$ cat src/rtl/uart_pkg.sv
// Shared UART types and constants for the receive path (and later the transmit path).
package uart_pkg;

    localparam int UART_DEFAULT_CLK_PER_BIT = 868;
    localparam int UART_DATA_BITS           = 8;

    typedef enum logic [2:0] {
        IDLE,
        START,
        DATA,
        PARITY,
        STOP,
        BREAK
    } uart_rx_state_t;

endpackage

$ cat src/rtl/uart_sync2.sv
// Two-flop synchroniser for asynchronous single-bit inputs, with a selectable reset value.
module uart_sync2 #(
    parameter logic RESET_VALUE = 1'b1
) (
    input  logic clk,
    input  logic reset,
    input  logic d,
    output logic q
);

    logic meta;

    always_ff @(posedge clk) begin
        if (reset) begin
            meta <= RESET_VALUE;
            q    <= RESET_VALUE;
        end else begin
            meta <= d;
            q    <= meta;
        end
    end

endmodule

$ cat src/rtl/uart_receiver.sv
// 8N1 UART receive stage: mid-bit sampling, single-cycle result strobes, framing-error detection.
// Optional even-parity bit and parity_error port when UART_RX_PARITY_EN is defined.
module uart_receiver
    import uart_pkg::*;
#(
    parameter int CLK_PER_BIT = UART_DEFAULT_CLK_PER_BIT
) (
    input  logic                      clk,
    input  logic                      reset,
    input  logic                      rxd,
    output logic [UART_DATA_BITS-1:0] recv_data,
    output logic                      recv_ok,
    output logic                      frame_error,
    output logic                      busy
`ifdef UART_RX_PARITY_EN
    ,
    output logic                      parity_error
`endif
);

    localparam int                CNT_W   = $clog2(CLK_PER_BIT);
    localparam int                HALF    = CLK_PER_BIT / 2;
    localparam logic [CNT_W-1:0]  HALF_M1 = CNT_W'(HALF - 1);
    localparam logic [CNT_W-1:0]  LAST    = CNT_W'(CLK_PER_BIT - 1);

    logic                      rx_s;
    uart_rx_state_t            state, state_next;
    logic [CNT_W-1:0]          cnt, cnt_next;
    logic [2:0]                idx, idx_next;
    logic [UART_DATA_BITS-1:0] shift, shift_next;
    logic [UART_DATA_BITS-1:0] data_next;
    logic                      ok_next, ferr_next;
`ifdef UART_RX_PARITY_EN
    logic                      parity_bad, parity_bad_next;
    logic                      perr_next;
`endif

    uart_sync2 #(.RESET_VALUE(1'b1)) u_sync (
        .clk   (clk),
        .reset (reset),
        .d     (rxd),
        .q     (rx_s)
    );

    always_ff @(posedge clk) begin
        if (reset) begin
            state       <= IDLE;
            cnt         <= '0;
            idx         <= '0;
            shift       <= '0;
            recv_data   <= '0;
            recv_ok     <= 1'b0;
            frame_error <= 1'b0;
            busy        <= 1'b0;
`ifdef UART_RX_PARITY_EN
            parity_bad   <= 1'b0;
            parity_error <= 1'b0;
`endif
        end else begin
            state       <= state_next;
            cnt         <= cnt_next;
            idx         <= idx_next;
            shift       <= shift_next;
            recv_data   <= data_next;
            recv_ok     <= ok_next;
            frame_error <= ferr_next;
            busy        <= (state_next != IDLE);
`ifdef UART_RX_PARITY_EN
            parity_bad   <= parity_bad_next;
            parity_error <= perr_next;
`endif
        end
    end

    always_comb begin
        state_next = state;
        cnt_next   = cnt + CNT_W'(1);
        idx_next   = idx;
        shift_next = shift;
        data_next  = recv_data;
        ok_next    = 1'b0;
        ferr_next  = 1'b0;
`ifdef UART_RX_PARITY_EN
        parity_bad_next = parity_bad;
        perr_next       = 1'b0;
`endif
        unique case (state)
            IDLE: begin
                if (!rx_s) state_next = START;
            end
            START: begin
                // A start bit that has gone high again by mid-bit is a glitch.
                if (cnt == HALF_M1) begin
                    state_next = rx_s ? IDLE : DATA;
                    idx_next   = '0;
                end
            end
            DATA: begin
                if (cnt == LAST) begin
                    cnt_next        = '0;
                    shift_next[idx] = rx_s;
                    idx_next        = idx + 3'd1;
                    if (idx == 3'd7) begin
`ifdef UART_RX_PARITY_EN
                        state_next = PARITY;
`else
                        state_next = STOP;
`endif
                    end
                end
            end
`ifdef UART_RX_PARITY_EN
            PARITY: begin
                if (cnt == LAST) begin
                    parity_bad_next = ^{shift, rx_s};
                    state_next      = STOP;
                end
            end
`endif
            STOP: begin
                // Leaving mid-stop-bit lets IDLE catch a back-to-back start edge.
                if (cnt == LAST) begin
                    if (!rx_s) begin
                        ferr_next  = 1'b1;
                        state_next = BREAK;
                    end else begin
`ifdef UART_RX_PARITY_EN
                        if (parity_bad) begin
                            perr_next = 1'b1;
                        end else begin
                            ok_next   = 1'b1;
                            data_next = shift;
                        end
`else
                        ok_next   = 1'b1;
                        data_next = shift;
`endif
                        state_next = IDLE;
                    end
                end
            end
            BREAK: begin
                if (rx_s) state_next = IDLE;
            end
            default: state_next = IDLE;
        endcase
        if (state_next != state) cnt_next = '0;
    end

endmodule

$ cat config.mk
export PLATFORM = sky130hd
export DESIGN_NAME = uart_receiver
export DESIGN_NICKNAME = d
export VERILOG_FILES = /design/src/rtl/uart_pkg.sv /design/src/rtl/uart_sync2.sv /design/src/rtl/uart_receiver.sv
export SDC_FILE = /design/constraint.sdc
export NUM_CORES = 1
export LEC_CHECK = 0
export BUFFER_PORTS_ARGS = -buffer_cell sky130_fd_sc_hd__buf_2
export CELL_PAD_IN_SITES_DETAIL_PLACEMENT = 0
export CELL_PAD_IN_SITES_GLOBAL_PLACEMENT = 2
export CORE_ASPECT_RATIO = 1.25
export CORE_MARGIN = 8
export CORE_UTILIZATION = 40
export DETAILED_ROUTE_END_ITERATION = 7
export PLACE_DENSITY = 0.9
export SLEW_MARGIN = 15
export SYNTH_ARGS = -nofsm -noshare
export SYNTH_HDL_FRONTEND = slang
export SYNTH_SLANG_ARGS = --single-unit
$ cat constraint.sdc
create_clock -name clk -period 4 [get_ports clk]
set_input_delay 0.8 -clock clk [delete_from_list [all_inputs] [get_ports clk]]
set_output_delay 0.8 -clock clk [all_outputs]
set_load 0.01 [all_outputs]
==> run metrics, run 1 <==
cell taking the most area after synthesis sky130_fd_sc_hd__dfxtp_1; unrepaired setup endpoints after global routing false; minimum clock period after layout 2.36 ns; starting density of the core 0.410; number of synthesis warnings 0; horizontal die dimension 75.5 um; commonest non-fill, non-tap cells in the layout sky130_fd_sc_hd__dfxtp_1 (37), sky130_fd_sc_hd__nor2_1 (28), sky130_fd_sc_hd__mux2i_1 (16), sky130_fd_sc_hd__buf_2 (13), sky130_fd_sc_hd__nor4_1 (10); share of the clock period used by the worst path after layout 0.589; number of post-CTS setup repair buffers 0; Num Clock Sinks 37; num rows 27; HP Class reg -> reg; pin count of the biggest net entering global routing 29; clock tree from TritonCTS yes; Pins Over Slew Limit 0; post-placement cell area 1860 um^2; maximum capacitance violations 0; highest achievable clock rate 424 MHz; post-DR vias/cell 5.48; pin slew with the least headroom to its limit 0.690 ns; run status finished, final reports clean; final setup violation count 0; minimum setup slack among reg-to-reg paths 1.64 ns; clock-pin slew on the worst setup and hold paths 0.08 ns; number of nets produced by synthesis 192; detailed-route DRC error count 0; Placed Cells 246; DRT Pass-1 Iters 4; number of buffers inserted by port buffering 13; Post-Syn Instances 185; Setup Crit Path Kind reg -> reg; total detailed-routing wirelength 3720 um; worst-skew pair later-pin latency 0.29 ns; via count of the first global-routing pass 1421; final weighted congestion in routability-driven placement 0.832; GRT overflow 0; power density over cell area 374 nW/um^2; Die Y-Extent 90.4 um; count of routing violations after the opening detailed-route iteration 70; most frequent standard cell in the layout excluding fill and tap cells sky130_fd_sc_hd__dfxtp_1; initial antenna violation count 0; Clock Skew 0.00557 ns; total half-perimeter wirelength after legalization and detailed placement 2710 um; area fraction of the dominant cell type after synthesis 0.418; total leakage power 0.000811 uW; CORE AREA 4320 um^2; synthesis-to-finish area growth 11.4%; final non-filler cell area 1970 um^2; maximum count of clock buffers along a single path 2; distinct cell type count of the synthesized netlist 46; routed via count 1392; ratio of cells with drive above 1 in the final layout 0.163; share of the yosys chip area belonging to registers 0.418; setup TNS after final layout 0 ns; data arrival time of the critical path 2.53 ns; area of the die 6830 um^2; number of nets with antenna violations after detailed routing 0; post-layout net count 202; GRT Util Overall 0.120; Syn Std Cell Area 1770 um^2; number of standard cells in the final layout excluding fillers 254; Critical Path RT 4.17 ns; number of fillers in the final layout 455; Synth Area per Inst 9.58 um^2; clock root buffer sky130_fd_sc_hd__clkbuf_8; Final Hold Fails 0; Max transition margin 0.538; CTS hold repair buffers 0; Resized cells post-CTS 0; count of pins on the block boundary 14; diodes inserted 0; Critical Path Source Type flop; global-route wire length before repair 6490 um; number of buffers created by CTS 5; maximum vdd drop 0.000198 V; maximum fanout count along the critical path 9; post-detailed-route wirelength per cell 14.6 um; CTS H-Tree Depth 2; Critical Path End Type flop; main area contributors after synthesis sky130_fd_sc_hd__dfxtp_1 (42%), sky130_fd_sc_hd__mux2i_1 (9.0%), sky130_fd_sc_hd__nor2_1 (5.9%); register bit total from synthesis 37
[power by group]
group	internal (uW)	leakage, uW	switching [uW]
Clock	187	0.0000543	141
Sequential	373	0.000299	7.16
Combinational	12.2	0.000457	18.4
Total	571	0.000811	166
[flip-flops by register name, summed over array words and instances, names as in the netlist]
signal,count
busy,1
recv_ok,1
u_sync.q,1
state,3
recv_data,8
idx,3
u_sync.meta,1
frame_error,1
shift,8
cnt,10
[cell type report]
class / instances / area, um^2 / area share
clock buffers: 5 / 68.8 / 0.0349
multi-input cells: 134 / 966 / 0.489
flip-flops and latches: 37 / 741 / 0.375
well taps: 58 / 72.6 / 0.0368
inverters: 4 / 15.0 / 0.00760
repair buffers: 13 / 65.1 / 0.0330
clock inverters: 3 / 46.3 / 0.0234
[worst paths after layout]
path,start,to,cells after the start
setup reg to reg,cnt[3],recv_data[0],5
hold reg to reg,u_sync.meta,u_sync.q,1
hold / removal,u_sync.meta,u_sync.q,1
setup / recovery,cnt[3],recv_data[0],5
[Yosys cell counts, drive strengths merged]
library cell / instances
a21boi: 1
nor2: 28
a311oi: 1
nor3b: 2
or4bb: 1
nor4: 12
buf: 5
o22ai: 1
and3: 3
nand4: 3
nand4b: 5
clkbuf: 5
nand2: 4
or4b: 1
nor2b: 3
nand2b: 4
nor4b: 3
and4bb: 2
nand3: 7
o21ai: 1
nand4bb: 1
xnor2: 3
nand3b: 1
xor2: 4
o21bai: 1
ha: 4
dfxtp: 37
and2b: 1
inv: 4
a31oi: 2
or4: 1
a211oi: 1
o21a: 3
a21oi: 4
nor3: 4
a32o: 1
or3b: 2
mux2i: 16
or2: 3
[cell families (layout without fill, tap and decap cells)]
group	after synthesis	after routing	synth area share
XOR/XNOR	7	7	0.0346
adder cells (fa/ha/maj)	4	4	0.0282
multiplexers	16	16	0.0904
buffers and inverters	14	25	0.0367
AND/OR/NAND/NOR	91	91	0.323
AO/OA/AOI/OAI	16	16	0.0692
flip-flops	37	37	0.418
[critical path, cell delays in order, from the launching register on]
cell	delay, ns
sky130_fd_sc_hd__dfxtp_1	0.36
sky130_fd_sc_hd__or3b_1	0.56
sky130_fd_sc_hd__nor3_2	0.35
sky130_fd_sc_hd__nand4b_1	0.55
sky130_fd_sc_hd__mux2i_1	0.36
sky130_fd_sc_hd__nor2_1	0.06
[per-stage QoR]
step	hold WS (ns)	util	total power (uW)	setup slack, ns
finish	0.416	0.457	738	1.64
global route	0.425	0.457	763	1.42
detailed placement	0.398	0.430	419	1.64
global placement	0.402	0.430	418	1.72
CTS	0.416	0.457	747	1.60
floorplan	0.389	-	411	2.12
[layer usage]
metal	wire, um	global-route usage	vias up
li1	-	-	694
met4	79	0.0514	0
met3	111	0.0367	9
met2	1940	0.204	20
met5	0	0	-
met1	1580	0.131	669
(Power assumes the default switching activity.)
==> inputs of run 2 (changes only) <==
- ABC_AREA: not set -> 1
- CORE_UTILIZATION: 40 -> 34
- PLACE_DENSITY: 0.9 -> 0.84
- clock period: 4 -> 2.5 ns (I/O delays scaled with it)
==> run metrics, run 2 <==
Worst R2R Path Depth 8 (+3); compound-gate portion of the synthesized area 0.0956 (+0.0264); clock-pin slew on the worst setup and hold paths 0.07 ns (about the same); number of nets with antenna violations after detailed routing 0 (unchanged); area fraction of the dominant cell type after synthesis 0.396 (-0.0224); worst hold margin 0.398 ns (-0.0176 ns); Setup Crit Path Kind reg -> reg; area of the die 8150 um^2 (+19%); clock tree from TritonCTS yes; num rows 30 (+11%); cell taking the most area after synthesis sky130_fd_sc_hd__dfxtp_1; routed via count 1598 (+15%); number of buffers inserted by port buffering 13 (unchanged); Syn Std Cell Area 1870 um^2 (+5.6%); via count of the first global-routing pass 1676 (+18%); sequential cell fraction of total power 0.559 (+0.044); share of the yosys chip area belonging to registers 0.396 (-0.0224); ratio of cells with drive above 1 in the final layout 0.186 (+0.0230); Die Y-Extent 99.0 um (+9.5%); maximum capacitance violations 0 (unchanged); count of pins on the block boundary 14 (unchanged); Critical Path RT 2.66 ns (-1.51 ns); CTS hold repair buffers 0 (unchanged); post-DR vias/cell 4.89 (-11%); peak per-stage delay on the critical path 0.41 ns (-0.15 ns); GRT overflow 0 (unchanged); Clock Skew 0.00589 ns (+0.000314 ns); total half-perimeter wirelength after legalization and detailed placement 3240 um (+19%); highest achievable clock rate 612 MHz (+44%); post-layout net count 270 (+34%); final setup violation count 0 (unchanged); number of standard cells in the final layout excluding fillers 327 (+29%); worst-skew pair later-pin latency 0.28 ns (about the same); worst path cell trace ha_1 > nand3_2 > inv_2 > nand2_4 > o22ai_1 > inv_1 > nand2_1 > a21oi_1; simple-gate area share of the yosys netlist 0.375 (+0.0523); horizontal die dimension 82.4 um (+9.1%); main area contributors after synthesis sky130_fd_sc_hd__dfxtp_1 (40%), sky130_fd_sc_hd__inv_1 (7.0%), sky130_fd_sc_hd__nor3_1 (6.1%); Async SR Flop Fraction 0 (unchanged); worst setup path start cnt[0]; Sw Share 0.230 (+0.00439); most frequent cells after synthesis sky130_fd_sc_hd__dfxtp_1 (37), sky130_fd_sc_hd__inv_1 (35), sky130_fd_sc_hd__nand2_1 (29); portion of netlist area occupied by mux cells 0 (-0.0904); maximum count of clock buffers along a single path 2 (unchanged); diodes inserted 0 (unchanged); cell with the most instances after synthesis sky130_fd_sc_hd__dfxtp_1; count of flip-flops with a built-in enable after synthesis 0 (unchanged); pin slew with the least headroom to its limit 0.434 ns (-0.256 ns); CTS H-Tree Depth 2 (unchanged); post-detailed-route wirelength per cell 13.0 um (-11%); Max transition margin 0.710 (+0.173); Placed Cells 320 (+30%); most congested layer reported by global routing met2; dominant combinational cell family by area after synthesis simple AND/OR/NAND/NOR gates; pin count of the biggest net entering global routing 17 (-41%); total detailed-routing wirelength 4240 um (+14%); Post-Syn Instances 246 (+33%); Resized cells post-CTS 0 (unchanged); met1 demand-to-capacity share in global routing 0.136 (+0.00541); Reg-to-Reg Start cnt[0]; net load switching power 250 uW (+50%); clock root buffer sky130_fd_sc_hd__clkbuf_8; HP Class in -> reg; register bit total from synthesis 37 (unchanged); met2 track demand over resource 0.205 (+0.00111); setup TNS after final layout 0 ns (unchanged); Critical Path Source Type flop; Pins Over Slew Limit 0 (unchanged); Pwr Total 1090 uW (+47%); total leakage power 0.000851 uW (+5.0%); combinational group share of total power 0.053 (+0.012); initial antenna violation count 0 (unchanged); minimum clock period after layout 1.63 ns (-0.724 ns); number of post-CTS setup repair buffers 0 (unchanged); unrepaired setup endpoints after global routing false; register with the most flip-flops cnt; Post-Synth Adder-Cell Area 0.0267 (-0.00151); registers with the most flip-flops cnt (10), recv_data (8), shift (8); number of synthesis warnings 0 (unchanged); global-route wire length before repair 7750 um (+19%); Final Hold Fails 0 (unchanged); post-synthesis share of cell area spent on xor and xnor gates 0.0187 (-0.0159); cell count of the worst hold path 2 (+1); distinct cell type count of the synthesized netlist 31 (-33%); internal power summed over all cells 836 uW (+46%); starting density of the core 0.349 (-0.0610); Critical Path End Type flop; Synth Area per Inst 7.61 um^2 (-21%); maximum fanout count along the critical path 5 (-4); max FFs per register 10 (unchanged); Crit-path slowest cell sky130_fd_sc_hd__dfxtp_1; most instantiated flip-flop cell in the synthesis netlist sky130_fd_sc_hd__dfxtp_1; detailed-route DRC error count 0 (unchanged); start point of the worst min-delay path rxd; synthesis-to-finish area growth 11.6%; power density over cell area 520 nW/um^2 (+39%); data arrival time of the critical path 1.79 ns (-0.74 ns); count of routing violations after the opening detailed-route iteration 86 (+23%); GRT Util Overall 0.121 (+0.000238); final weighted congestion in routability-driven placement 0.774 (-6.9%); maximum vdd drop 0.000214 V (+8.3%); share of the clock period used by the worst path after layout 0.653 (+0.0639); commonest non-fill, non-tap cells in the layout sky130_fd_sc_hd__dfxtp_1 (37), sky130_fd_sc_hd__inv_1 (35), sky130_fd_sc_hd__nand2_1 (29), sky130_fd_sc_hd__nor2_1 (24), sky130_fd_sc_hd__nor3_1 (23); run status finished, final reports clean; number of nets produced by synthesis 253 (+32%); final design utilization 0.389 (-0.0676); Num Clock Sinks 37 (unchanged); share of power burned in the clock network 0.388 (-0.056); most frequent standard cell in the layout excluding fill and tap cells sky130_fd_sc_hd__dfxtp_1; global routing usage on met3 0.0301 (-0.00661); number of buffers created by CTS 5 (unchanged); DRT Pass-1 Iters 4 (unchanged); CORE AREA 5370 um^2 (+24%)
-- run 2: cell count changes after synthesis, moves of 5 or more --
cell / delta
sky130_fd_sc_hd__inv_1: +31
sky130_fd_sc_hd__o21ai_0: +12
sky130_fd_sc_hd__nor4_1: -8
sky130_fd_sc_hd__nand4b_1: -5
sky130_fd_sc_hd__a21oi_1: +9
sky130_fd_sc_hd__nand3_1: +9
sky130_fd_sc_hd__nor3_1: +22
sky130_fd_sc_hd__mux2i_1: -16
sky130_fd_sc_hd__nand2_1: +26
sky130_fd_sc_hd__nand2_2: +5
sky130_fd_sc_hd__nand3_2: +5
-- run 2: final timing paths --
kind | endpoint | slack (ns)
hold reg to reg | u_sync.q | 0.41
hold / removal | u_sync.meta | 0.40
setup / recovery | idx[1] | 0.87
setup reg to reg | idx[1] | 0.87
-- run 2: layout make-up --
type                       count  area [um^2]
multi-input combinational    166          966
tap                           64         80.1
clock buffer                   7         86.3
inverter                      40          150
timing repair buffer          13         65.1
fill                         578         3280
sequential                    37          741
-- run 2: metal layers --
metal	share of wire	up-vias
li1	-	835
met3	0.031	4
met4	0.016	0
met1	0.44	741
met5	0	-
met2	0.51	18
-- run 2: through the flow --
step / setup WS, ns / cell area, um^2
floorplan: 1.09 / 1870
global placement: 0.806 / 2000
detailed placement: 0.803 / 2000
CTS: 0.835 / 2090
global route: 0.662 / 2090
finish: 0.867 / 2090
-- run 2: critical path: cells and delay by family (launching register included) --
kind	cells	cell delay (ns)
flip-flops	1	0.41
AO/OA/AOI/OAI	2	0.30
buffers and inverters	2	0.22
AND/OR/NAND/NOR	3	0.30
adder cells (fa/ha/maj)	1	0.27
-- run 2: cell families after synthesis --
group           Yosys count
xor+xnor                  4
simple gates            125
buf+inv                  43
flops                    37
compound gates           33
fa+ha+maj                 4
-- run 2: power by group through the flow --
stage	registers, uW	logic, uW	clock network [uW]
floorplan	617	45.7	0
global placement	620	59.6	0
detailed placement	620	58.7	0
CTS	606	58.9	443
global route	607	66.6	467
finish	607	57.5	421
